$ cat config.mk
export PLATFORM = sky130hd
export DESIGN_NAME = lcd_text_refresh
export DESIGN_NICKNAME = d
export VERILOG_FILES = /design/src/rtl/lcd_pkg.sv /design/src/rtl/lcd_nibble_tx.sv /design/src/rtl/lcd_text_refresh.sv
export SDC_FILE = /design/constraint.sdc
export NUM_CORES = 1
export LEC_CHECK = 0
export CAP_MARGIN = 20
export CORE_MARGIN = 10
export CORE_UTILIZATION = 54
export CTS_CLUSTER_SIZE = 28
export DETAILED_ROUTE_END_ITERATION = 8
export PLACE_DENSITY = 0.75
export SLEW_MARGIN = 10
export SYNTH_ARGS = -nofsm -noshare
export SYNTH_HDL_FRONTEND = slang
export SYNTH_SLANG_ARGS = --single-unit
$ cat constraint.sdc
create_clock -name clk -period 2.8 [get_ports clk]
set_input_delay 0.56 -clock clk [delete_from_list [all_inputs] [get_ports clk]]
set_output_delay 0.56 -clock clk [all_outputs]
set_load 0.1 [all_outputs]
$ cat src/rtl/lcd_pkg.sv
// Shared types and constants for the LCD text refresh block.
package lcd_pkg;

   // Top-level sequencing states
   typedef enum logic [3:0] {
      StIdle,
      StCmdL1,
      StCmdL2,
      StFetch,
      StLatch,
      StTx,
      StGap,
      StNextChar,
      StFin
   } lcd_state_e;

   // Nibble transmitter states
   typedef enum logic [2:0] {
      TxIdle,
      TxSetup,
      TxHigh,
      TxNib,
      TxHold
   } lcd_tx_state_e;

   localparam logic [7:0] LCD_CMD_LINE1 = 8'h80;
   localparam logic [7:0] LCD_CMD_LINE2 = 8'hC0;

   localparam int unsigned LCD_CHARS_PER_LINE = 16;
   localparam int unsigned LCD_CHARS_TOTAL    = 32;

   // Down-counter reload value; a requested duration of 0 still lasts 1 cycle
   function automatic logic [15:0] timer_load(input int unsigned cycles);
      return (cycles == 0) ? 16'd0 : 16'(cycles - 1);
   endfunction

endpackage

$ cat src/rtl/lcd_nibble_tx.sv
// Sends one byte to an HD44780 4-bit bus as two strobed nibbles, upper first.
// Owns setup, enable-high and inter-nibble timing.
module lcd_nibble_tx import lcd_pkg::*; #(
   parameter int unsigned T_SETUP  = 2,
   parameter int unsigned T_E_HIGH = 12,
   parameter int unsigned T_NIB    = 50
) (
   input  logic       clk,
   input  logic       reset,
   input  logic [7:0] tx_byte,
   input  logic       rs,
   input  logic       go,
   output logic [3:0] lcd_data,
   output logic       lcd_e,
   output logic       lcd_rs,
   output logic       ready
);

   lcd_tx_state_e state_q, state_d;
   logic [15:0]   cnt_q, cnt_d;
   logic [7:0]    byte_q, byte_d;
   logic [3:0]    nib_q, nib_d;
   logic          rs_q, rs_d;
   logic          e_q, e_d;
   logic          low_q, low_d;

   // Strobe sequencer: setup -> E high -> (gap, lower nibble) or final hold
   always_comb begin
      state_d = state_q;
      cnt_d   = cnt_q;
      byte_d  = byte_q;
      nib_d   = nib_q;
      rs_d    = rs_q;
      e_d     = e_q;
      low_d   = low_q;
      unique case (state_q)
         TxIdle: begin
            if (go) begin
               byte_d  = tx_byte;
               nib_d   = tx_byte[7:4];
               rs_d    = rs;
               low_d   = 1'b0;
               cnt_d   = timer_load(T_SETUP);
               state_d = TxSetup;
            end
         end
         TxSetup: begin
            if (cnt_q == 16'd0) begin
               e_d     = 1'b1;
               cnt_d   = timer_load(T_E_HIGH);
               state_d = TxHigh;
            end else begin
               cnt_d = cnt_q - 16'd1;
            end
         end
         TxHigh: begin
            if (cnt_q == 16'd0) begin
               e_d = 1'b0;
               if (low_q) begin
                  state_d = TxHold;
               end else begin
                  cnt_d   = timer_load(T_NIB);
                  state_d = TxNib;
               end
            end else begin
               cnt_d = cnt_q - 16'd1;
            end
         end
         TxNib: begin
            // Upper nibble stays on the bus through the gap, covering the hold cycle
            if (cnt_q == 16'd0) begin
               nib_d   = byte_q[3:0];
               low_d   = 1'b1;
               cnt_d   = timer_load(T_SETUP);
               state_d = TxSetup;
            end else begin
               cnt_d = cnt_q - 16'd1;
            end
         end
         TxHold: begin
            state_d = TxIdle;
         end
         default: begin
            state_d = TxIdle;
         end
      endcase
   end

   // State and bus registers
   always_ff @(posedge clk) begin
      if (reset) begin
         state_q <= TxIdle;
         cnt_q   <= 16'd0;
         byte_q  <= 8'd0;
         nib_q   <= 4'd0;
         rs_q    <= 1'b0;
         e_q     <= 1'b0;
         low_q   <= 1'b0;
      end else begin
         state_q <= state_d;
         cnt_q   <= cnt_d;
         byte_q  <= byte_d;
         nib_q   <= nib_d;
         rs_q    <= rs_d;
         e_q     <= e_d;
         low_q   <= low_d;
      end
   end

   assign lcd_data = nib_q;
   assign lcd_e    = e_q;
   assign lcd_rs   = rs_q;
   assign ready    = (state_q == TxIdle);

endmodule

$ cat src/rtl/lcd_text_refresh.sv
// Copies 32 characters from the character BRAM to a 2x16 LCD per start pulse.
// Define LCD_TEXT_REFRESH_LOOP_EN for continuous refresh after the first start.
module lcd_text_refresh import lcd_pkg::*; #(
   parameter logic [10:0] BASE_ADDR = 11'h000,
   parameter int unsigned T_SETUP   = 2,
   parameter int unsigned T_E_HIGH  = 12,
   parameter int unsigned T_NIB     = 50,
   parameter int unsigned T_CHAR    = 2000
) (
   input  logic        clk,
   input  logic        reset,
   input  logic        start,
   output logic [10:0] bram_addr,
   input  logic [7:0]  bram_do,
   output logic [3:0]  lcd_data,
   output logic        lcd_e,
   output logic        lcd_rs,
   output logic        lcd_rw,
   output logic        busy,
   output logic        done
);

   lcd_state_e  state_q, state_d;
   logic [4:0]  idx_q, idx_d;
   logic [15:0] gap_q, gap_d;
   logic [10:0] addr_q, addr_d;
   logic [7:0]  byte_q, byte_d;
   logic        rs_q, rs_d;
   logic        go_q, go_d;
   logic        busy_q, busy_d;
   logic        done_q, done_d;
   logic        tx_ready;

   // Pass sequencing: commands, BRAM fetch, byte transmit and inter-char gap
   always_comb begin
      state_d = state_q;
      idx_d   = idx_q;
      gap_d   = gap_q;
      addr_d  = addr_q;
      byte_d  = byte_q;
      rs_d    = rs_q;
      go_d    = 1'b0;
      busy_d  = busy_q;
      done_d  = 1'b0;
      unique case (state_q)
         StIdle: begin
            if (start) begin
               busy_d  = 1'b1;
               idx_d   = 5'd0;
               state_d = StCmdL1;
            end
         end
         StCmdL1: begin
            byte_d  = LCD_CMD_LINE1;
            rs_d    = 1'b0;
            go_d    = 1'b1;
            state_d = StTx;
         end
         StCmdL2: begin
            byte_d  = LCD_CMD_LINE2;
            rs_d    = 1'b0;
            go_d    = 1'b1;
            state_d = StTx;
         end
         StFetch: begin
            state_d = StLatch;
         end
         StLatch: begin
            byte_d  = bram_do;
            rs_d    = 1'b1;
            go_d    = 1'b1;
            state_d = StTx;
         end
         StTx: begin
            // go_q masks the ready still showing in the cycle the byte is handed over
            if (!go_q && tx_ready) begin
               gap_d   = timer_load(T_CHAR);
               state_d = StGap;
            end
         end
         StGap: begin
            if (gap_q != 16'd0) begin
               gap_d = gap_q - 16'd1;
            end else if (!rs_q) begin
               state_d = StFetch;
            end else if (idx_q == 5'(LCD_CHARS_PER_LINE - 1)) begin
               idx_d   = 5'(LCD_CHARS_PER_LINE);
               state_d = StCmdL2;
            end else if (idx_q == 5'(LCD_CHARS_TOTAL - 1)) begin
               state_d = StFin;
            end else begin
               state_d = StNextChar;
            end
         end
         StNextChar: begin
            idx_d   = idx_q + 5'd1;
            state_d = StFetch;
         end
         StFin: begin
`ifdef LCD_TEXT_REFRESH_LOOP_EN
            idx_d   = 5'd0;
            state_d = StCmdL1;
`else
            state_d = StIdle;
`endif
         end
         default: begin
            state_d = StIdle;
         end
      endcase
      if (state_d == StFin) begin
         done_d = 1'b1;
`ifndef LCD_TEXT_REFRESH_LOOP_EN
         busy_d = 1'b0;
`endif
      end
      // Address is registered so it is on the bus for the whole FETCH cycle
      if (state_d == StFetch) begin
         addr_d = BASE_ADDR + 11'(idx_d);
      end
   end

   // State registers
   always_ff @(posedge clk) begin
      if (reset) begin
         state_q <= StIdle;
         idx_q   <= 5'd0;
         gap_q   <= 16'd0;
         addr_q  <= BASE_ADDR;
         byte_q  <= 8'd0;
         rs_q    <= 1'b0;
         go_q    <= 1'b0;
         busy_q  <= 1'b0;
         done_q  <= 1'b0;
      end else begin
         state_q <= state_d;
         idx_q   <= idx_d;
         gap_q   <= gap_d;
         addr_q  <= addr_d;
         byte_q  <= byte_d;
         rs_q    <= rs_d;
         go_q    <= go_d;
         busy_q  <= busy_d;
         done_q  <= done_d;
      end
   end

   lcd_nibble_tx #(
      .T_SETUP  (T_SETUP),
      .T_E_HIGH (T_E_HIGH),
      .T_NIB    (T_NIB)
   ) u_tx (
      .clk      (clk),
      .reset    (reset),
      .tx_byte  (byte_q),
      .rs       (rs_q),
      .go       (go_q),
      .lcd_data (lcd_data),
      .lcd_e    (lcd_e),
      .lcd_rs   (lcd_rs),
      .ready    (tx_ready)
   );

   assign bram_addr = addr_q;
   assign lcd_rw    = 1'b0;
   assign busy      = busy_q;
   assign done      = done_q;

endmodule

## Word-level counts from Yosys, hierarchy flattened

Index checks and enable logic that the tools add are counted.
Widths: inputs -> output; s select.

- Bits in registers: 72
- Bits in latches: 0
- Bits in writable memories: 0
- Memory bits (read-only): 0
- Input bits: 11
- Output and inout port bits: 20
- Memories: 0

- Add/sub/neg operators: 3
- $mul: 0
- Divide/modulo/power cells: 0
- Order comparisons: 0
- Eq/ne operators: 21
- Shifts and indexed selects: 0
- Mux-type cells: 39
- Bitwise operators: 0
- Reductions and logical operators: 22

Operator list:

| operator | number |
|---|---|
| $mux 16 | 7 |
| $pmux 16 s4 | 1 |
| $mux 4 | 8 |
| $pmux 16 s2 | 1 |
| $sub 16x1->16 const B | 2 |
| $pmux 4 s6 | 1 |
| $pmux 8 s3 | 1 |
| $mux 5 | 4 |
| $eq 4x3->1 const B | 4 |
| $logic_not 16->1 | 1 |
| $reduce_bool 16->1 | 1 |
| $mux 3 | 5 |
| $pmux 5 s3 | 1 |
| $eq 4x2->1 const B | 3 |
| $pmux 3 s4 | 1 |
| $reduce_and 3->1 | 4 |
| $pmux 4 s2 | 1 |
| $reduce_bool 2->1 | 4 |
| $eq 3x2->1 const B | 2 |
| $ne 2x1->1 const B | 3 |
| $ne 2x2->1 const B | 3 |
| $pmux 1 s2 | 3 |
| $add 5x1->5 const B | 1 |
| $eq 5x4->1 const B | 1 |
| other kinds (16) | 22 |

## Longest topological paths before layout

Gate-level depths: netlist (run 1).

- Depth after elaboration: 8
- Depth in mapped cells: 9

## Modules after synthesis

Synthesis (run 1) repeated with hierarchy kept, for this count alone.

- Cell total of the unflattened synthesis: 428
- Area, all modules: 3681.0 µm²

By module, submodules not included:

| module | instances | cells an instance | area each (µm²) | sequential area each (µm²) |
|---|---|---|---|---|
| lcd_text_refresh | 1 | 245 | 2160.8 | 840.8 |
| lcd_nibble_tx | 1 | 183 | 1520.2 | 600.6 |

## Worst setup path after synthesis (run 1)

Ideal clock, no wire load.

- Path kind: register to register
- Start: register gap_q[0]
- End: register addr_q[1], in the netlist bram_addr[1]
- Library setup time: 91 ps
- Data arrival time: 2212 ps
- Required time: 2709 ps
- Path slack: 498 ps
- Stages on the path, launching flop included: 9
- Path buffers: 1
- Period minus slack after synthesis: 2302 ps
- Cell sequence: dfxtp_1 > inv_1 > ha_1 > or4b_1 > or4_4 > buf_6 > o31ai_4 > nor2_1 > a311oi_1

- Longest elaborated chain between the ends: 4

RTL lines:

| item | line | source |
|---|---|---|
| start: declaration | lcd_text_refresh.sv:25 | `logic [15:0] gap_q, gap_d;` |
| start signal: assignment | lcd_text_refresh.sv:138 | `gap_q <= gap_d;` |
| $reduce_bool 16->1 (*) | lcd_text_refresh.sv:82 | `if (gap_q != 16'd0) begin` |
| $mux 4 | lcd_text_refresh.sv:82 |  |
| $pmux 4 s6 | lcd_text_refresh.sv:45 | `unique case (state_q)` |
| $eq 4x2->1 | lcd_text_refresh.sv:118 | `if (state_d == StFetch) begin` |
| end signal: assignment | lcd_text_refresh.sv:139 | `addr_q <= addr_d;` |
| end: declaration | lcd_text_refresh.sv:26 | `logic [10:0] addr_q, addr_d;` |

Mark *: on every way between the ends. The rest lies on a longest branch, timed or not.
A chain may end at the register's enable or synchronous reset.

## Worst setup path in the final report (run 1)

- Start: register idx_q[0]
- End: register addr_q[2], in the netlist bram_addr[2]

- Longest elaborated chain between the ends: 7

RTL lines:

| item | line | source |
|---|---|---|
| start: declaration | lcd_text_refresh.sv:24 | `logic [4:0] idx_q, idx_d;` |
| start signal: assignment | lcd_text_refresh.sv:137 | `idx_q <= idx_d;` |
| $eq 5x5->1 | lcd_text_refresh.sv:89 | `end else if (idx_q == 5'(LCD_CHARS_TOTAL - 1)) begin` |
| $mux 4 | lcd_text_refresh.sv:89 |  |
| $mux 4 | lcd_text_refresh.sv:86 | `end else if (idx_q == 5'(LCD_CHARS_PER_LINE - 1)) begin` |
| $mux 4 | lcd_text_refresh.sv:84 | `end else if (!rs_q) begin` |
| $mux 4 | lcd_text_refresh.sv:82 |  |
| $pmux 4 s6 | lcd_text_refresh.sv:45 |  |
| $eq 4x2->1 | lcd_text_refresh.sv:118 |  |

Several ways; a longest one is shown, not always the timed one.

==> impl_results.md, run 1 <==
* Status: completed
* Total track usage at 16.25%
* Count of cell types in the netlist at 61
* Fin crit share at 90.25%
* Routed WL per cell at 14.89 um
* Post-DP HPWL at about 6000 um
* Fin area at just over 0.004 mm2
* Vias at 3277
* Synth area leaders: dfxtp_1, nor2_1, a21oi_1, nand2_1, ha_1
* Final net count at 482
* I/O pins at 31
* Max_slew headroom at roughly half
* Area leader, netlist: dfxtp_1
* Number of synthesized flops with an enable pin at 0
* VDD IR-drop max at 0.6178 mV
* Class of the worst hold path: reg2reg
* Most frequent cells in the layout: dfxtp_1, nor2_1, a21oi_1
* Max Cap Violations at 0
* Clock Path Buffers at 2
* TritonCTS clock tree: built
* Synth warnings at 0
* Maximum clock frequency at 395.7 MHz
* Minimum clock period at 2527 ps
* Antenna fix cells at 0
* RR Startpoint: idx_q[0]$_SDFF_PP0_
* Worst-Margin Slew at 750.9 ps
* CP startpoint: idx_q[0]$_SDFF_PP0_
* Async S/R FF share, synth at 0%
* Post-Syn Instances at about 440
* Area Growth Syn to Fin at 12.27%
* Worst skew pair latency at around 350 ps
* Slew Viols, Final at 0
* Core Footprint at 0.006719 mm2
* #FFs+latches synth at 72
* CP Class: reg2reg
* CP Capture Type: register
* Hold path cells at 2
* Mapped Area at 0.003682 mm2
* Share of layout cells above drive strength 1 at 13.25%
* Die Y at 102.6 um
* Post-cts resize count at 0
* Crit path required time at approximately 3000 ps
* Part of the Yosys area used for sequential elements at 39.14%
* Post-Place Cell Area at 0.003890 mm2
* Vias in the first global route at 3102
* Fin Hold WS at roughly 460 ps
* Worst-case clock skew at between 4 and 5 ps
* Die footprint at 0.01052 mm2
* Final hold violations at 0
* CTS root buf: clkbuf_8
* Detailed-route DRC error count at 0
* Final setup margin at 272.9 ps
* Total grt overflow at 0
* Unrepaired setup endpoints after global routing: no
* PortBufs at 23
* Yosys top cell area share at 39.14%
* Num CTS Buffers at 9
* Critical Path Fanout Max at 4
* Initial DRC Count at around 150
* Post-synth top flop: dfxtp_1
* Startpoint types: register
* Critical Path AT at ~2700 ps
* CTS Hold Bufs at 0
* Setup TNS at 0 ps
* WL final at 8160 um
* Sink Count at around 70
* Final Wtd Congestion at 0.8781
* Most common cell after layout, fill and taps aside: dfxtp_1
* H-tree Lvls at 3
* Clk slew on worst S/H paths at 70 ps
* CP Capture Point: bram_addr[2]$_SDFFE_PP0N_
* Initial antenna violation count at 0
* Synth Area per Inst at 8.293 um2
* Die Wd at ~100 um
* Via density at about 6.0
* Row cnt at 30
* Leakage at 0.001531 uW
* 1st-pass router iterations at 4
* Antenna violation net count after detailed routing at 0
* Initial Util at 54.80%
* R2r worst-path depth at 8
* Pwr Density at about 1000 mW/mm2
* Reg-to-Reg End: bram_addr[2]$_SDFFE_PP0N_
* Power Total at 4205 uW
* Final setup viols at 0
* Largest net degree at the start of global routing at 29
* Post-CTS Setup Inserts at 0
* R2r setup slk at roughly 270 ps
* DP Worst Slack at about 240 ps
* Global-route wire length before repair at around 14000 um
cell usage after synthesis (all sizes together), types with 4 or more instances:
cell	n
a211oi	10
a21oi	37
a22oi	7
a311oi	8
and3	4
buf	16
clkbuf	18
dfxtp	72
ha	8
inv	12
nand2	30
nand3	19
nand3b	6
nor2	54
nor3	17
nor3b	4
nor4	12
o211ai	4
o21ai	19
o31ai	9
or2	6
or3	5
or4	12
xnor2	9
xor2	7
layout make-up:
class / instances / area [um2]
clock buffer: 9 / 123.9
timing repair buffer: 37 / 297.8
multi-input combinational: 331 / 2006
clock inverter: 7 / 120.1
tap: 80 / 100.1
inverter: 12 / 45.04
fill: 597 / 2585
sequential: 72 / 1441
routing by layer:
layer | share of wire (%) | wire [um] | global-route usage (%) | vias up
met2 | 48 | 3898 | 26.69 | 75
met5 | 0 | 0 | 0 | -
met4 | 1.2 | 95 | 7.158 | 0
met1 | 45 | 3703 | 20.18 | 1537
li1 | - | - | - | 1656
met3 | 5.7 | 463 | 3.150 | 9
worst min-delay path by stage:
stage	from	end
finish	u_tx.byte_q[0]$_SDFFE_PP0P_	u_tx.byte_q[0]$_SDFFE_PP0P_
global route	u_tx.byte_q[3]$_SDFFE_PP0P_	u_tx.byte_q[3]$_SDFFE_PP0P_
CTS	u_tx.byte_q[0]$_SDFFE_PP0P_	u_tx.byte_q[0]$_SDFFE_PP0P_
detailed placement	u_tx.byte_q[0]$_SDFFE_PP0P_	u_tx.byte_q[0]$_SDFFE_PP0P_
global placement	u_tx.byte_q[3]$_SDFFE_PP0P_	u_tx.byte_q[3]$_SDFFE_PP0P_
floorplan	u_tx.byte_q[3]$_SDFFE_PP0P_	u_tx.byte_q[3]$_SDFFE_PP0P_
worst max-delay path, stage by stage (launching register included):
cell and delay, ps:
dfxtp_1 390, ha_1 200, and3_1 230, ha_1 230, or4b_2 590, nor4_1 180, o21ai_0 190, o21ai_0 250
a311oi_1 120
sequential cells by signal (all words and copies together), names as in the netlist, 3 cells and up:
| register | flops |
|---|---|
| gap_q | 16 |
| u_tx.cnt_q | 16 |
| byte_q | 8 |
| bram_addr | 5 |
| idx_q | 5 |
| state_q | 4 |
| u_tx.byte_q | 4 |
| u_tx.lcd_data | 4 |
| u_tx.state_q | 3 |
cell families after synthesis:
kind of cell	synth area share, %
flip-flops	39.14
AND/OR/NAND/NOR	27.05
AO/OA/AOI/OAI	19.61
multiplexers	0.5776
buffers and inverters	6.999
other	0.1018
XOR/XNOR	3.806
adder cells (fa/ha/maj)	2.718
through the flow:
stage               instances  utilization [%]
floorplan                 450                -
detailed placement        532            57.90
global placement          532            57.90
finish                    548            61.53
global route              548            61.53
CTS                       548            61.53
power breakdown:
group	internal [uW]	total, uW	switching, uW
combinational	670	1830	1160
sequential	1180	1380	201
clock	593	992	399
total	2440	4200	1760
Power figures use the tool's default switching activity.
==> inputs of run 2 (changes only) <==
- CORE_MARGIN: 10 -> 2
==> run 2 against run 1 <==
Effect of this change:
- flip-flop and latch count unchanged
- die area down 29%
- cell count unchanged
- sequential power about the same
- routed wire length down 4.7%
- register-to-register slack better by 70 ps
- total power down 4.1%
- final area down 1.2%
- core utilization down 0.40 points
- sequential share of layout area up 0.43 points
- critical path type unchanged
==> impl_results.md, run 2 (synthesis results as in run 1) <==
* WL final at 7774 um (was 8160 um)
* R2r setup slk at 340 ps (was 270 ps)
* Fin Hold WS at 458.7 ps (was 458.2 ps)
* Vias at 3228 (was 3277)
* Total track usage at 22.02% (was 16.25%)
* Initial DRC Count at 186 (was 149)
* Final net count at 483 (was 482)
* Worst skew pair latency at 350 ps (about the same)
* Worst-Margin Slew at 723.1 ps (was 750.9 ps)
* CP max-delay cell: or4_4 (was or4b_2)
* RR Startpoint: gap_q[0]$_SDFFE_PP0P_ (was idx_q[0]$_SDFF_PP0_)
* CTS root buf: clkbuf_8 (unchanged)
* CP Class: reg2reg (unchanged)
* Antenna violation net count after detailed routing at 0 (unchanged)
* Num CTS Buffers at 9 (unchanged)
* VDD IR-drop max at 0.6092 mV (was 0.6178 mV)
* Startpoint types: register (unchanged)
* Leakage at 0.001515 uW (was 0.001531 uW)
* Clock Path Buffers at 2 (unchanged)
* Critical Path Fanout Max at 8 (was 4)
* Die Wd at 86.58 um (was 102.6 um)
* Register area at 0.001441 mm2 (unchanged)
* Area Growth Syn to Fin at 10.91% (was 12.27%)
* Antenna fix cells at 0 (unchanged)
* Hold Path Sink: u_tx.byte_q[1]$_SDFFE_PP0P_ (was u_tx.byte_q[0]$_SDFFE_PP0P_)
* Fill cell count at 611 (was 597)
* Slew Viols, Final at 0 (unchanged)
* Class of the worst hold path: reg2reg (unchanged)
* Largest regs: gap_q (16), u_tx.cnt_q (16), byte_q (8) (unchanged)
* Hold path cells at 2 (unchanged)
* Critical Path AT at 2700 ps (was 2740 ps)
* Pwr Density at 987.8 mW/mm2 (was 1017 mW/mm2)
* Vias in the first global route at 2852 (was 3102)
* CP max stage delay at 580 ps (was 590 ps)
* Max Cap Violations at 0 (unchanged)
* Post-CTS Setup Inserts at 0 (unchanged)
* Multi-input logic area at 0.002006 mm2 (unchanged)
* Die Y at 86.58 um (was 102.6 um)
* Maximum clock frequency at 406.7 MHz (was 395.7 MHz)
* CTS Hold Bufs at 0 (unchanged)
* Max_slew headroom at 51.58% (was 49.72%)
* Largest net degree at the start of global routing at 29 (unchanged)
* Unrepaired setup endpoints after global routing: no (unchanged)
* Reg-to-Reg End: gap_q[5]$_SDFFE_PP0P_ (was bram_addr[2]$_SDFFE_PP0N_)
* Post-cts resize count at 0 (unchanged)
* Total grt overflow at 0 (unchanged)
* Final hold violations at 0 (unchanged)
* Minimum clock period at 2459 ps (was 2527 ps)
* Worst hold start: u_tx.byte_q[1]$_SDFFE_PP0P_ (was u_tx.byte_q[0]$_SDFFE_PP0P_)
* TritonCTS clock tree: built (unchanged)
* I/O pins at 31 (unchanged)
* Final core occ at 61.12% (was 61.53%)
* Clk slew on worst S/H paths at 80 ps (was 70 ps)
* Via density at 5.891 (was 5.980)
* Final Wtd Congestion at 0.8765 (was 0.8781)
* Die footprint at 0.007495 mm2 (was 0.01052 mm2)
* Most frequent cells in the layout: dfxtp_1, nor2_1, a21oi_1 (unchanged)
* Routed WL per cell at 14.19 um (was 14.89 um)
* Sink Count at 72 (unchanged)
* Worst-case clock skew at 8.378 ps (was 4.244 ps)
* Post-DP HPWL at 5460 um (was 5864 um)
* Crit path required time at 3040 ps (was 3010 ps)
* CP Capture Type: register (unchanged)
* Final setup viols at 0 (unchanged)
* Critical Path, Cell by Cell: inv_1 -> ha_1 -> or4b_1 -> or4_4 -> a21oi_1 -> nor4_1 -> mux2_2 (was ha_1 -> and3_1 -> ha_1 -> or4b_2 -> nor4_1 -> o21ai_0 -> o21ai_0 -> a311oi_1)
* PortBufs at 23 (unchanged)
* Global-route wire length before repair at 13310 um (was 14100 um)
* Status: completed (unchanged)
* Row cnt at 30 (unchanged)
* Most common cell after layout, fill and taps aside: dfxtp_1 (unchanged)
* H-tree Lvls at 3 (unchanged)
* R2r worst-path depth at 7 (was 8)
* 1st-pass router iterations at 4 (unchanged)
* Core Footprint at 0.006681 mm2 (was 0.006719 mm2)
* Initial antenna violation count at 0 (unchanged)
* Share of layout cells above drive strength 1 at 13.03% (was 13.25%)
* Setup TNS at 0 ps (unchanged)
* Detailed-route DRC error count at 0 (unchanged)
* Initial Util at 55.11% (was 54.80%)
* Fin crit share at 87.81% (was 90.25%)
run 2: worst max-delay path by stage:
stage / from / to / slack (ps) / depth (start not counted)
after global routing: u_tx.cnt_q[0]$_SDFFE_PP0P_ / u_tx.cnt_q[10]$_SDFFE_PP0P_ / 140 / 8
after global placement: start / bram_addr[2]$_SDFFE_PP0N_ / 280 / 6
after floorplan: gap_q[0]$_SDFFE_PP0P_ / bram_addr[1]$_SDFFE_PP0N_ / 500 / 8
final: gap_q[0]$_SDFFE_PP0P_ / gap_q[5]$_SDFFE_PP0P_ / 340 / 7
after CTS: gap_q[0]$_SDFFE_PP0P_ / bram_addr[2]$_SDFFE_PP0N_ / 320 / 7
after detailed placement: start / bram_addr[2]$_SDFFE_PP0N_ / 230 / 6
run 2: power breakdown:
group	internal (uW)	total [uW]	switching, uW	leakage (uW)
Combinational	685	1850	1160	0.000831
Clock	427	810	383	0.0000989
Sequential	1180	1380	197	0.000586
Total	2290	4030	1740	0.00152
run 2: critical path, delay by kind of cell, from the launching register on:
family,cells,cell delay [ps]
AND/OR/NAND/NOR,3,1180
flip-flops,1,330
buffers and inverters,1,80
adder cells (fa/ha/maj),1,150
AO/OA/AOI/OAI,1,330
multiplexers,1,280
run 2: area by class of cell:
type / instances / area share, %
clock buffers: 11 / 3.462
clock inverters: 4 / 1.103
repair buffers: 38 / 7.475
flip-flops and latches: 72 / 35.29
multi-input cells: 331 / 49.11
inverters: 12 / 1.103
well taps: 80 / 2.451
run 2: routing by layer:
| layer | wire length (um) | share of wire, % | global-route usage (%) |
|---|---|---|---|
| met4 | 114 | 1.5 | 8.523 |
| met1 | 3853 | 50 | 30.45 |
| met5 | 0 | 0 | 0 |
| met2 | 3483 | 45 | 33.15 |
| met3 | 323 | 4.2 | 5.429 |
run 2: metrics by stage:
step           setup slack [ps]  power [uW]  cell area [um2]  instances
3_5_place_dp              229.2        3219             3897        533
6_report                  341.3        4034             4084        548
2_1_floorplan             497.5        2810             3705        450
4_1_cts                   322.7        4034             4084        548
5_1_grt                   143.4        4314             4084        548
3_3_place_gp              280.9        3199             3897        533
